--- src/rtl/sd_dat_pkg.sv ---
// sd_dat_pkg: shared state encoding, CRC-status tokens and default widths for the SD DAT controller
package sd_dat_pkg;
   localparam int BLK_CNT_W_DEF = 8;
   localparam int TIMEOUT_W_DEF = 16;
   localparam int DATA_W_DEF    = 32;
   localparam logic [2:0] CRC_OK  = 3'b010;
   localparam logic [2:0] CRC_ERR = 3'b101;
   typedef enum logic [3:0] {
      S_RESET              = 4'd0,
      S_IDLE               = 4'd1,
      S_LOAD_WRITE         = 4'd2,
      S_SEND               = 4'd3,
      S_WAIT_CRC           = 4'd4,
      S_WAIT_BUSY          = 4'd5,
      S_READ               = 4'd6,
      S_READ_FIFO_WRITE    = 4'd7,
      S_READ_WRAPPER_RESET = 4'd8,
      S_WAIT_ACK           = 4'd9
   } state_e;
endpackage

--- src/rtl/sd_dat_phys_ctrl_if.sv ---
// sd_dat_phys_ctrl_if: host, serial-wrapper, pad and FIFO signals of the SD DAT controller
interface sd_dat_phys_ctrl_if
   import sd_dat_pkg::*;
   #(parameter int BLK_CNT_W = BLK_CNT_W_DEF,
     parameter int TIMEOUT_W = TIMEOUT_W_DEF,
     parameter int DATA_W    = DATA_W_DEF);
   logic                 strobe_in, ack_in, idle_in, write_read, multiple;
   logic [BLK_CNT_W-1:0] blocks, blocks_done;
   logic [TIMEOUT_W-1:0] timeout_reg;
   logic                 serial_ready, complete, ack_out, data_timeout, crc_error;
   logic                 transmission_complete, reception_complete, dat0_in;
   logic [2:0]           crc_status;
   logic [DATA_W-1:0]    data_read, data_read_to_fifo;
   logic                 reset_wrapper, load_send, enable_pts_wrapper, enable_stp_wrapper, waiting_response;
   logic                 pad_state, pad_enable, write_fifo_enable, read_fifo_enable;
   modport master (
      output strobe_in, ack_in, idle_in, write_read, multiple, blocks, timeout_reg,
             transmission_complete, reception_complete, crc_status, data_read, dat0_in,
      input  serial_ready, complete, ack_out, data_timeout, crc_error, blocks_done,
             reset_wrapper, load_send, enable_pts_wrapper, enable_stp_wrapper, waiting_response,
             pad_state, pad_enable, write_fifo_enable, read_fifo_enable, data_read_to_fifo
   );
   modport slave (
      input  strobe_in, ack_in, idle_in, write_read, multiple, blocks, timeout_reg,
             transmission_complete, reception_complete, crc_status, data_read, dat0_in,
      output serial_ready, complete, ack_out, data_timeout, crc_error, blocks_done,
             reset_wrapper, load_send, enable_pts_wrapper, enable_stp_wrapper, waiting_response,
             pad_state, pad_enable, write_fifo_enable, read_fifo_enable, data_read_to_fifo
   );
endinterface

--- src/rtl/sd_dat_timeout.sv ---
// sd_dat_timeout: clearable, saturating cycle counter; hit flags the cycle the count reaches limit_i
module sd_dat_timeout #(
   parameter int TIMEOUT_W = 16
) (
   input  logic                 clk,
   input  logic                 rst_n,
   input  logic                 clr_i,
   input  logic                 en_i,
   input  logic [TIMEOUT_W-1:0] limit_i,
   output logic                 hit_o
);
   logic [TIMEOUT_W-1:0] cnt_q, cnt_d;
   assign cnt_d = clr_i ? '0 : (en_i && cnt_q < limit_i) ? cnt_q + TIMEOUT_W'(1) : cnt_q;
   // limit 0 disables; otherwise hit in the cycle whose increment reaches the limit
   assign hit_o = en_i && (limit_i != '0) && (cnt_q >= limit_i - TIMEOUT_W'(1));
   always_ff @(posedge clk or negedge rst_n)
      if (!rst_n) cnt_q <= '0;
      else cnt_q <= cnt_d;
endmodule

--- src/rtl/sd_dat_phys_ctrl.sv ---
// sd_dat_phys_ctrl: SD DAT-line block read/write sequencer with CRC-status check and per-block timeout
// SD_DAT_BUSY_WAIT_EN: when defined, writes wait for DAT0 to leave busy after each accepted block
module sd_dat_phys_ctrl
   import sd_dat_pkg::*;
   #(parameter int BLK_CNT_W = BLK_CNT_W_DEF,
     parameter int TIMEOUT_W = TIMEOUT_W_DEF,
     parameter int DATA_W    = DATA_W_DEF)
   (
   input logic               sd_clock,
   input logic               reset,
   sd_dat_phys_ctrl_if.slave bus
);
   state_e               state_q, state_d;
   logic [BLK_CNT_W-1:0] blocks_done_q, blocks_done_d, done_inc;
   logic                 timeout_q, timeout_d, crc_err_q, crc_err_d;
   logic [BLK_CNT_W:0]   done_p1, target;
   logic                 last, to_hit, timed, to_clr;
   assign done_p1  = {1'b0, blocks_done_q} + (BLK_CNT_W+1)'(1);
   assign target   = (bus.blocks == '0) ? (BLK_CNT_W+1)'(1) : {1'b0, bus.blocks};
   assign last     = !bus.multiple || done_p1 == target;
   assign done_inc = &blocks_done_q ? blocks_done_q : done_p1[BLK_CNT_W-1:0];
   assign timed    = state_q inside {S_WAIT_CRC, S_WAIT_BUSY, S_READ};
   assign to_clr   = !(state_d inside {S_WAIT_CRC, S_WAIT_BUSY, S_READ}) || state_d != state_q;
`ifdef SD_DAT_BUSY_WAIT_EN
   logic last_busy;
   // in WAIT_BUSY the accepted block has already been counted
   assign last_busy = !bus.multiple || {1'b0, blocks_done_q} == target;
`endif
   sd_dat_timeout #(.TIMEOUT_W(TIMEOUT_W)) u_timeout (
      .clk(sd_clock), .rst_n(reset), .clr_i(to_clr), .en_i(timed),
      .limit_i(bus.timeout_reg), .hit_o(to_hit)
   );
   always_comb begin
      state_d       = state_q;
      blocks_done_d = blocks_done_q;
      timeout_d     = timeout_q;
      crc_err_d     = crc_err_q;
      if (bus.idle_in) state_d = S_IDLE;
      else
         case (state_q)
            S_RESET: state_d = S_IDLE;
            S_IDLE:
               if (bus.strobe_in) begin
                  blocks_done_d = '0;
                  timeout_d     = 1'b0;
                  crc_err_d     = 1'b0;
                  state_d       = bus.write_read ? S_LOAD_WRITE : S_READ;
               end
            S_LOAD_WRITE: state_d = S_SEND;
            S_SEND: state_d = bus.transmission_complete ? S_WAIT_CRC : S_SEND;
            S_WAIT_CRC:
               if (bus.reception_complete) begin
                  if (bus.crc_status == CRC_OK) begin
                     blocks_done_d = done_inc;
`ifdef SD_DAT_BUSY_WAIT_EN
                     state_d = S_WAIT_BUSY;
`else
                     state_d = last ? S_WAIT_ACK : S_LOAD_WRITE;
`endif
                  end else begin
                     crc_err_d = 1'b1;
                     state_d   = S_WAIT_ACK;
                  end
               end else if (to_hit) begin
                  timeout_d = 1'b1;
                  state_d   = S_WAIT_ACK;
               end
`ifdef SD_DAT_BUSY_WAIT_EN
            S_WAIT_BUSY:
               if (bus.dat0_in) state_d = last_busy ? S_WAIT_ACK : S_LOAD_WRITE;
               else if (to_hit) begin
                  timeout_d = 1'b1;
                  state_d   = S_WAIT_ACK;
               end
`endif
            S_READ:
               if (bus.reception_complete) state_d = S_READ_FIFO_WRITE;
               else if (to_hit) begin
                  timeout_d = 1'b1;
                  state_d   = S_WAIT_ACK;
               end
            S_READ_FIFO_WRITE: begin
               blocks_done_d = done_inc;
               state_d       = last ? S_WAIT_ACK : S_READ_WRAPPER_RESET;
            end
            S_READ_WRAPPER_RESET: state_d = S_READ;
            S_WAIT_ACK: state_d = bus.ack_in ? S_IDLE : S_WAIT_ACK;
            default: state_d = S_IDLE;
         endcase
   end
   always_ff @(posedge sd_clock or negedge reset)
      if (!reset) begin
         state_q       <= S_RESET;
         blocks_done_q <= '0;
         timeout_q     <= 1'b0;
         crc_err_q     <= 1'b0;
      end else begin
         state_q       <= state_d;
         blocks_done_q <= blocks_done_d;
         timeout_q     <= timeout_d;
         crc_err_q     <= crc_err_d;
      end
   assign bus.serial_ready       = state_q == S_IDLE;
   assign bus.complete           = state_q == S_WAIT_ACK;
   assign bus.ack_out            = state_q == S_WAIT_ACK && bus.ack_in;
   assign bus.reset_wrapper      = state_q inside {S_RESET, S_READ_WRAPPER_RESET};
   assign bus.load_send          = state_q == S_SEND;
   assign bus.enable_pts_wrapper = state_q inside {S_LOAD_WRITE, S_SEND};
   assign bus.enable_stp_wrapper = state_q == S_READ;
   assign bus.waiting_response   = state_q == S_WAIT_CRC;
   assign bus.pad_state          = state_q inside {S_LOAD_WRITE, S_SEND};
   assign bus.pad_enable         = state_q inside {S_LOAD_WRITE, S_SEND, S_WAIT_CRC, S_WAIT_BUSY, S_READ};
   assign bus.write_fifo_enable  = state_q == S_LOAD_WRITE;
   assign bus.read_fifo_enable   = state_q == S_READ_FIFO_WRITE;
   assign bus.data_read_to_fifo  = state_q == S_READ_FIFO_WRITE ? bus.data_read : '0;
   assign bus.data_timeout       = timeout_q;
   assign bus.crc_error          = crc_err_q;
   assign bus.blocks_done        = blocks_done_q;
endmodule

--- src/flat_wrapper.sv ---
// flat-port wrapper written by rule: the top's interface ports become plain ports
module sd_dat_phys_ctrl_flat import sd_dat_pkg::*;
#(parameter int BLK_CNT_W = BLK_CNT_W_DEF,
     parameter int TIMEOUT_W = TIMEOUT_W_DEF,
     parameter int DATA_W    = DATA_W_DEF)
  (sd_clock, reset, bus_strobe_in, bus_ack_in, bus_idle_in, bus_write_read, bus_multiple, bus_blocks, bus_timeout_reg, bus_transmission_complete, bus_reception_complete, bus_crc_status, bus_data_read, bus_dat0_in, bus_serial_ready, bus_complete, bus_ack_out, bus_data_timeout, bus_crc_error, bus_blocks_done, bus_reset_wrapper, bus_load_send, bus_enable_pts_wrapper, bus_enable_stp_wrapper, bus_waiting_response, bus_pad_state, bus_pad_enable, bus_write_fifo_enable, bus_read_fifo_enable, bus_data_read_to_fifo);
  sd_dat_phys_ctrl_if #(.BLK_CNT_W(BLK_CNT_W), .TIMEOUT_W(TIMEOUT_W), .DATA_W(DATA_W)) bus_i ();
  input logic sd_clock;
  input logic reset;
  input wire logic [$bits(bus_i.strobe_in)-1:0] bus_strobe_in;
  input wire logic [$bits(bus_i.ack_in)-1:0] bus_ack_in;
  input wire logic [$bits(bus_i.idle_in)-1:0] bus_idle_in;
  input wire logic [$bits(bus_i.write_read)-1:0] bus_write_read;
  input wire logic [$bits(bus_i.multiple)-1:0] bus_multiple;
  input wire logic [$bits(bus_i.blocks)-1:0] bus_blocks;
  input wire logic [$bits(bus_i.timeout_reg)-1:0] bus_timeout_reg;
  input wire logic [$bits(bus_i.transmission_complete)-1:0] bus_transmission_complete;
  input wire logic [$bits(bus_i.reception_complete)-1:0] bus_reception_complete;
  input wire logic [$bits(bus_i.crc_status)-1:0] bus_crc_status;
  input wire logic [$bits(bus_i.data_read)-1:0] bus_data_read;
  input wire logic [$bits(bus_i.dat0_in)-1:0] bus_dat0_in;
  output wire logic [$bits(bus_i.serial_ready)-1:0] bus_serial_ready;
  output wire logic [$bits(bus_i.complete)-1:0] bus_complete;
  output wire logic [$bits(bus_i.ack_out)-1:0] bus_ack_out;
  output wire logic [$bits(bus_i.data_timeout)-1:0] bus_data_timeout;
  output wire logic [$bits(bus_i.crc_error)-1:0] bus_crc_error;
  output wire logic [$bits(bus_i.blocks_done)-1:0] bus_blocks_done;
  output wire logic [$bits(bus_i.reset_wrapper)-1:0] bus_reset_wrapper;
  output wire logic [$bits(bus_i.load_send)-1:0] bus_load_send;
  output wire logic [$bits(bus_i.enable_pts_wrapper)-1:0] bus_enable_pts_wrapper;
  output wire logic [$bits(bus_i.enable_stp_wrapper)-1:0] bus_enable_stp_wrapper;
  output wire logic [$bits(bus_i.waiting_response)-1:0] bus_waiting_response;
  output wire logic [$bits(bus_i.pad_state)-1:0] bus_pad_state;
  output wire logic [$bits(bus_i.pad_enable)-1:0] bus_pad_enable;
  output wire logic [$bits(bus_i.write_fifo_enable)-1:0] bus_write_fifo_enable;
  output wire logic [$bits(bus_i.read_fifo_enable)-1:0] bus_read_fifo_enable;
  output wire logic [$bits(bus_i.data_read_to_fifo)-1:0] bus_data_read_to_fifo;
  assign bus_i.strobe_in = bus_strobe_in;
  assign bus_i.ack_in = bus_ack_in;
  assign bus_i.idle_in = bus_idle_in;
  assign bus_i.write_read = bus_write_read;
  assign bus_i.multiple = bus_multiple;
  assign bus_i.blocks = bus_blocks;
  assign bus_i.timeout_reg = bus_timeout_reg;
  assign bus_i.transmission_complete = bus_transmission_complete;
  assign bus_i.reception_complete = bus_reception_complete;
  assign bus_i.crc_status = bus_crc_status;
  assign bus_i.data_read = bus_data_read;
  assign bus_i.dat0_in = bus_dat0_in;
  assign bus_serial_ready = bus_i.serial_ready;
  assign bus_complete = bus_i.complete;
  assign bus_ack_out = bus_i.ack_out;
  assign bus_data_timeout = bus_i.data_timeout;
  assign bus_crc_error = bus_i.crc_error;
  assign bus_blocks_done = bus_i.blocks_done;
  assign bus_reset_wrapper = bus_i.reset_wrapper;
  assign bus_load_send = bus_i.load_send;
  assign bus_enable_pts_wrapper = bus_i.enable_pts_wrapper;
  assign bus_enable_stp_wrapper = bus_i.enable_stp_wrapper;
  assign bus_waiting_response = bus_i.waiting_response;
  assign bus_pad_state = bus_i.pad_state;
  assign bus_pad_enable = bus_i.pad_enable;
  assign bus_write_fifo_enable = bus_i.write_fifo_enable;
  assign bus_read_fifo_enable = bus_i.read_fifo_enable;
  assign bus_data_read_to_fifo = bus_i.data_read_to_fifo;
  sd_dat_phys_ctrl #(.BLK_CNT_W(BLK_CNT_W), .TIMEOUT_W(TIMEOUT_W), .DATA_W(DATA_W)) u_core (.sd_clock(sd_clock), .reset(reset), .bus(bus_i));
endmodule
--- config.mk ---
export PLATFORM = sky130hd
export DESIGN_NAME = sd_dat_phys_ctrl_flat
export DESIGN_NICKNAME = d
export VERILOG_FILES = /design/src/rtl/sd_dat_pkg.sv /design/src/rtl/sd_dat_phys_ctrl_if.sv /design/src/rtl/sd_dat_timeout.sv /design/src/rtl/sd_dat_phys_ctrl.sv /design/src/flat_wrapper.sv
export SDC_FILE = /design/constraint.sdc
export NUM_CORES = 1
export LEC_CHECK = 0
export ABC_AREA = 1
export ABC_CLOCK_PERIOD_IN_PS = 2540
export CAP_MARGIN = 0
export CORE_AREA = 3 3 91 93
export CTS_BUF_LIST = sky130_fd_sc_hd__clkbuf_8
export DETAILED_ROUTE_END_ITERATION = 12
export DIE_AREA = 0 0 94 96
export PLACE_DENSITY = 0.82
export REMOVE_ABC_BUFFERS = 1
export SLEW_MARGIN = 20
export SYNTH_ARGS = -nofsm -noshare
export SYNTH_HDL_FRONTEND = slang
export SYNTH_SLANG_ARGS = --single-unit
--- constraint.sdc ---
create_clock -name sd_clock -period 2.54 [get_ports sd_clock]
set_input_delay 0.508 -clock sd_clock [delete_from_list [all_inputs] [get_ports sd_clock]]
set_output_delay 0.508 -clock sd_clock [all_outputs]
set_load 0.02 [all_outputs]
==> results of run 1 <==
## cell usage after synthesis (2+ instances only)
| cell | instances |
|---|---|
| xor2_1 | 22 |
| nor3_1 | 14 |
| xnor2_1 | 4 |
| nand3_1 | 30 |
| a31oi_1 | 2 |
| a21oi_1 | 25 |
| inv_1 | 121 |
| nor2_1 | 79 |
| nor2_4 | 13 |
| o211ai_1 | 2 |
| buf_1 | 3 |
| nand4_1 | 7 |
| nor2_2 | 6 |
| nand3_2 | 8 |
| nand2_2 | 9 |
| dfrtp_1 | 30 |
| o21ai_1 | 2 |
| o22ai_1 | 6 |
| nand2_1 | 88 |
| inv_2 | 4 |
| o21ai_0 | 16 |
| ha_1 | 35 |
| nor2_8 | 2 |
## per-stage QoR
| step | setup TNS [ns] | hold WS (ns) |
|---|---|---|
| floorplan | -11.96 | 0.212 |
| global placement | -23.29 | 0.484 |
| detailed placement | -27.65 | 0.517 |
| CTS | -8.49 | 0.537 |
| global route | -12.58 | 0.579 |
| finish | -10.03 | 0.526 |
## report_power, final
part           internal, mW  total [mW]  switching [mW]
sequential            0.502       0.529          0.0278
clock                 0.289       0.486           0.198
combinational         0.390       0.878           0.488
## cell type report
class                      instances  area [µm²]  share of cell area, %
clock buffer                       5        68.8                   1.19
clock inverter                     3        40.0                  0.693
inverter                         125         479                   8.30
multi-input combinational        382        2630                   45.4
sequential                        30         751                   13.0
tap                              102         128                   2.21
timing repair buffer             184        1690                   29.2
## how the worst max path moves through the flow
| stage | start | endpoint | slack [ns] | depth (start not counted) |
|---|---|---|---|---|
| 2_1_floorplan | bus_timeout_reg[0] | u_core.u_timeout.cnt_q[11] | -0.73 | 21 |
| 3_3_place_gp | bus_timeout_reg[0] | u_core.u_timeout.cnt_q[8] | -1.23 | 25 |
| 3_5_place_dp | bus_timeout_reg[0] | u_core.u_timeout.cnt_q[5] | -1.46 | 23 |
| 4_1_cts | bus_timeout_reg[2] | u_core.u_timeout.cnt_q[5] | -0.51 | 24 |
| 5_1_grt | bus_timeout_reg[1] | u_core.u_timeout.cnt_q[7] | -0.70 | 24 |
| 6_report | bus_timeout_reg[13] | u_core.u_timeout.cnt_q[5] | -0.56 | 20 |
## per-layer routing
metal  vias to the layer above  routed length [µm]  track usage (%)
met3                        14                 433             3.67
met4                         0                 114             6.62
li1                       2079                   -                -
met1                      1892                4710             30.6
met5                         -                   0                0
met2                       109                6090             42.6
## cell families (layout without fill, tap and decap cells)
family	count (synthesis)	after routing	synth area share [%]
compound gates	58	58	8.99
xor+xnor	27	27	6.85
fa+ha+maj	35	35	12.3
buf+inv	131	317	14.4
flops	30	30	21.1
simple gates	262	262	36.4
## critical path, stage by stage
cell             delay, ns
clkdlybuf4s50_1       0.43
inv_1                 0.10
nand3_2               0.12
nor3_4                0.18
xor2_1                0.20
inv_1                 0.10
ha_4                  0.30
nand2_4               0.08
nor3_4                0.21
nand3_1               0.11
nand3_2               0.13
nand2_4               0.07
a21oi_2               0.16
nor2_2                0.07
nand2_2               0.07
nand2_2               0.06
nand2_4               0.09
nand2_4               0.07
buf_12                0.16
nor2_4                0.08
## placed cells by master, fill, tap and decap left out, types with 22 or more instances in the layout
cell | synthesis | final
nand2_1 | 88 | 81
nor2_1 | 79 | 69
nand3_1 | 30 | 24
buf_4 | 1 | 55
ha_1 | 35 | 31
clkdlybuf4s50_1 | 0 | 74
inv_1 | 121 | 114
xor2_1 | 22 | 22
dlygate4sd2_1 | 0 | 36
dfrtp_1 | 30 | 30
## timing repair
| item | 4_1_cts | 5_1_grt |
|---|---|---|
| setup buffers | 10 | 3 |
| pin swaps | 38 | 31 |
| gates resized for setup | 105 | 48 |
| setup endpoints to repair | 53 | 24 |
## sequential cells by signal, summed over array words and instances, names as in the netlist
name and count:
u_core.bus.blocks_done 8, u_core.bus.data_timeout 1, u_core.u_timeout.cnt_q 16, u_core.state_q 4, u_core.bus.crc_error 1
==> impl_metrics.yaml, run 1 <==
status:
  status: "complete, but fails checks"
  violations: "negative setup slack"
critical_path:
  reg2reg_from: "u_core.bus.blocks_done[1]"
  reg2regPathDepth: 17
  cp-start-kind: "input pin"
  crit_required_ns: 2.76
  crit_fanout: 8
  crit_type: "in2reg"
  r2r_slack_ns: -0.01
  worstPathArrival_ns: 3.32
  reg2reg_to: "u_core.u_timeout.cnt_q[5]"
  critPathCaptureType: "flop"
final_layout:
  syn_to_final_growth_pct: 62.1
  nets: 832
  stdcell_count: 831
  drive_gt1_share_pct: 23.7
  final_util_pct: 75.9
  n_antenna_cell: 0
  fin_area_mm2: 0.00578
  fillCellCount: 567
yosys:
  yosysSeqAreaShare_pct: 21.1
  ys_async_sr_fraction_pct: 100
  yosysWarnings: 0
  synth_top_area_share_pct: 21.1
  synth-seq-cells: 30
  synth_cells: 543
  synth.distinct_cells: 38
  synthTopCellsByArea: "dfrtp_1 21%, inv_1 13%, ha_1 12%"
  netlist_area_mm2: 0.00356
  syn_avg_cell_area_um2: 6.56
  synthFlopType: "dfrtp_1"
  yosysTopAreaCell: "dfrtp_1"
  synth_edf_count: 0
die:
  dieArea_mm2: 0.00902
  core-area_mm2: 0.00761
  initial_core_util_pct: 46.8
  die_x_um: 94
  num_io_pins: 123
  num_rows: 32
  die_h_um: 96
routing:
  wirelength_um: 11300
  firstDrtPassIters: 5
  drtIter0Drc: 189
  wl_per_cell_um: 13.7
  drc_errors: 0
  num_vias: 4094
  drtAntennaViolNets: 0
  vias_per_cell: 4.93
place:
  numPlacedInstances: 811
  post-dp-hpwl_um: 8360
  dpl_cell_area_mm2: 0.00526
  dp_slack_ns: -1.46
  gp_congestion: 1.00
  io_buffers: 121
clock_network:
  cts_buffer_depth: 2
  cts_tree: "built"
  cts_sinks: 30
  htreeDepth: 2
  root_buffer: "clkbuf_8"
  insertion_delay_ns: 0.29
  cts_buffers: 5
  clkTransAtPathRegs_ns: 0.07
  ctsHoldBuffers: 0
sta:
  slew_violations: 0
  fin_ws_ns: -0.564
  rsz0062_at_grt: "yes"
  max_freq_mhz: 322
  setup_viol: 21
  fin_skew_ns: 0.00953
  worst_slew_pin_slew_ns: 0.572
  finalCritPeriodShare_pct: 122
  timing.slew.headroom_pct: 61.8
  layout_min_cycle_time_ns: 3.10
  timing_hold_violations_final: 0
global_routing:
  grt_usage_pct: 24.1
  overflow: 0
  grt_pass1_vias: 3964
  grt_max_degree: 33
  grt_pass1_wl_um: 17700
  grt_antenna_before_repair: 0
power_and_ir_drop:
  ir_drop_mv: 0.513
  p_per_area_mw_per_mm2: 328
  power_leakage_nw: 3.02
  finalPower_mw: 1.89
run:
  max_cap_viol_count: 0
worst_hold_path:
  hold_path_end: "u_core.bus.crc_error"
  hp-start: "u_core.bus.crc_error"
  hold_depth: 2
  hold_class: "reg2reg"
No activity file was read; power rests on OpenSTA's default activity.
==> run 2: changes to the inputs <==
Settings changed: ABC_AREA 1 to unset, CORE_AREA 3 3 91 93 to 3 3 88 90, DIE_AREA 0 0 94 96 to 0 0 91 93, PLACE_DENSITY 0.82 to 0.83, RECOVER_POWER set to 25.
==> impl_metrics.yaml, run 2 <==
clock_network:
  htreeDepth: 2
  cts_sinks: 30
  cts_tree: "built"
  insertion_delay_ns: 0.28
  root_buffer: "clkbuf_8"
  cts_buffers: 5
  cts_buffer_depth: 2
  clkTransAtPathRegs_ns: 0.07
routing:
  wirelength_um: 12000
  drtAntennaViolNets: 0
  wl_per_cell_um: 17.1
  firstDrtPassIters: 7
  vias_per_cell: 5.71
  num_vias: 4020
  drc_errors: 0
  drtIter0Drc: 258
yosys:
  synthFlopType: "dfrtp_1"
  synthTopCellsByArea: "dfrtp_1 23%, ha_1 13%, xnor2_1 7.1%"
  synth_cells: 409
  synth_top_area_share_pct: 22.7
  synth_top_family_by_area: "simple AND/OR/NAND/NOR gates"
  synth_edf_count: 0
  synth-compound-area-share_pct: 16.2
  yosysTopAreaCell: "dfrtp_1"
  ys_async_sr_fraction_pct: 100
  muxShareOfSynthArea_pct: 0.907
  synth.distinct_cells: 56
  synth-seq-cells: 30
  synthSimpleGateAreaFrac_pct: 31.1
  netlist_area_mm2: 0.00331
  yosysWarnings: 0
  syn_avg_cell_area_um2: 8.10
  synthAdderAreaFrac_pct: 13.2
  synth.most_common_cell: "and2_1"
  yosysSeqAreaShare_pct: 22.7
  synth_common_cells: "36 x and2_1, 35 x ha_1, 30 x dfrtp_1"
  synthXorXnorAreaFrac_pct: 10.3
place:
  post-dp-hpwl_um: 8610
  gp_congestion: 0.939
  io_buffers: 121
  dp_slack_ns: -1.52
die:
  initial_core_util_pct: 46.4
  core-area_mm2: 0.00714
  dieArea_mm2: 0.00846
  num_io_pins: 123
  num_rows: 31
  die_x_um: 91
  die_h_um: 93
sta:
  fin_ws_ns: -0.718
  layout_min_cycle_time_ns: 3.26
  fin_skew_ns: 0.00945
  timing_hold_violations_final: 0
  rsz0062_at_grt: "yes"
  finalCritPeriodShare_pct: 128
  timing.slew.headroom_pct: -8.84
  fin_setup_tns_ns: -13.38
  max_freq_mhz: 307
  worst_slew_pin_slew_ns: 1.63
  slew_violations: 31
  setup_viol: 21
global_routing:
  grt_usage_pct: 26.8
  grt_pass1_vias: 4019
  grt_pass1_wl_um: 18800
  overflow: 0
  grt_max_degree: 34
  grt_antenna_before_repair: 0
run:
  max_cap_viol_count: 1
final_layout:
  n_antenna_cell: 0
  syn_to_final_growth_pct: 67.5
  fillCellCount: 489
  final_util_pct: 77.7
  layout_commonest_cell: "buf_4"
  largest-register: "u_core.u_timeout.cnt_q"
  nets: 708
  drive_gt1_share_pct: 23.3
  final_cell_mix: "76 x buf_4, 75 x clkdlybuf4s50_1, 36 x and2_1"
  largest_reg_flops: 16
critical_path:
  path_delay_family: "simple AND/OR/NAND/NOR gates"
  path_buf_inv: 4
  crit_fanout: 9
  critPathCaptureType: "flop"
  critical_path.cell_chain: "buf_8 -> nor4_4 -> buf_4 -> nor3b_4 -> nand4_2 -> buf_6 -> nor2_4 -> xnor2_1 -> ha_1 -> o21a_1 -> o2111ai_2 -> o211ai_1 -> o211ai_2 -> a22o_2 -> nand2_4 -> buf_12 -> nor3_1"
  critPathMaxStageDelay_ns: 0.28
  cp-start-kind: "input pin"
  critical_path.slowest_cell: "nor4_4"
  crit_required_ns: 2.73
  crit_type: "in2reg"
  worstPathArrival_ns: 3.45
status:
  status: "complete, but fails checks"
  violations: "max-capacitance violations, max-slew violations, negative setup slack"
power_and_ir_drop:
  p_per_area_mw_per_mm2: 348
  ir_drop_mv: 0.257
  power_leakage_nw: 2.88
worst_hold_path:
  hold_class: "reg2reg"
[run 2: changes by cell type in the layout (fill, tap and decap cells not counted), sizes merged, moves of 11 or more]
| cell | change |
|---|---|
| nor3 | +12 |
| dlygate4sd2 | -24 |
| nand3 | -28 |
| and2 | +36 |
| xnor2 | +23 |
| xor2 | -11 |
| nor2 | -74 |
| buf | +23 |
| inv | -100 |
| dlymetal6s2s | +22 |
| nand2 | -72 |
[run 2: per-stage QoR]
stage | power [mW] | cells | cell area, µm² | hold WS, ns
finish | 1.93 | 704 | 5550 | 0.530
global route | 2.03 | 704 | 5550 | 0.556
CTS | 1.90 | 700 | 5400 | 0.524
detailed placement | 1.48 | 683 | 5140 | 0.496
global placement | 1.45 | 683 | 5140 | 0.504
floorplan | 0.967 | 390 | 3220 | 0.212
[run 2: per-layer routing]
layer / part of all wire, % / track usage, % / up-vias
li1: - / - / 1873
met1: 39 / 33.1 / 1907
met2: 52 / 48.0 / 200
met3: 5.9 / 4.42 / 40
met4: 2.7 / 7.66 / 0
met5: 0 / 0 / -
[run 2: worst paths after layout]
kind	startpoint	end	slack (ns)	cells after the start
max	bus_timeout_reg[3]	u_core.u_timeout.cnt_q[15]	-0.72	17
min in group asynchronous	reset	u_core.bus.data_timeout	1.17	2
min reg2reg	u_core.bus.crc_error	u_core.bus.crc_error	0.53	2
max reg2reg	u_core.u_timeout.cnt_q[13]	u_core.u_timeout.cnt_q[8]	-0.16	12
min	u_core.bus.crc_error	u_core.bus.crc_error	0.53	2
max in group asynchronous	reset	u_core.bus.blocks_done[2]	0.41	2
[run 2: worst min-delay path, cell delays in order (launching register included)]
cell and delay, ns:
dfrtp_1 0.35, o21ai_0 0.07, o21ai_0 0.07
[run 2: what timing repair did]
action	in CTS	in global routing
cloned	2	0
hold buffers	0	0
resized for setup	69	34
setup endpoints to repair	57	47
pin swaps	32	19
setup buffers	7	4
[run 2: cells by family (layout without fill, tap and decap cells)]
logic type / Yosys count / after routing
AND/OR/NAND/NOR: 176 / 176
AO/OA/AOI/OAI: 82 / 84
buffers and inverters: 44 / 238
XOR/XNOR: 39 / 39
adder cells (fa/ha/maj): 35 / 35
flip-flops: 30 / 30
multiplexers: 3 / 3
[run 2: final cells by class]
cell class              instances  area (µm²)  share of cell area (%)
inverters                      25        93.8                    1.69
clock inverters                 2        12.5                   0.226
repair buffers                205        1940                    35.0
well taps                      99         124                    2.23
clock buffers                   6        82.6                    1.49
multi-input cells             337        2540                    45.9
flip-flops and latches         30         751                    13.5
[run 2: power by group]
part	switching (mW)	total, mW	internal [mW]	leakage [nW]
clock	0.185	0.403	0.217	0.0472
sequential	0.0293	0.530	0.501	0.414
combinational	0.536	0.998	0.462	2.42
total	0.751	1.93	1.18	2.88
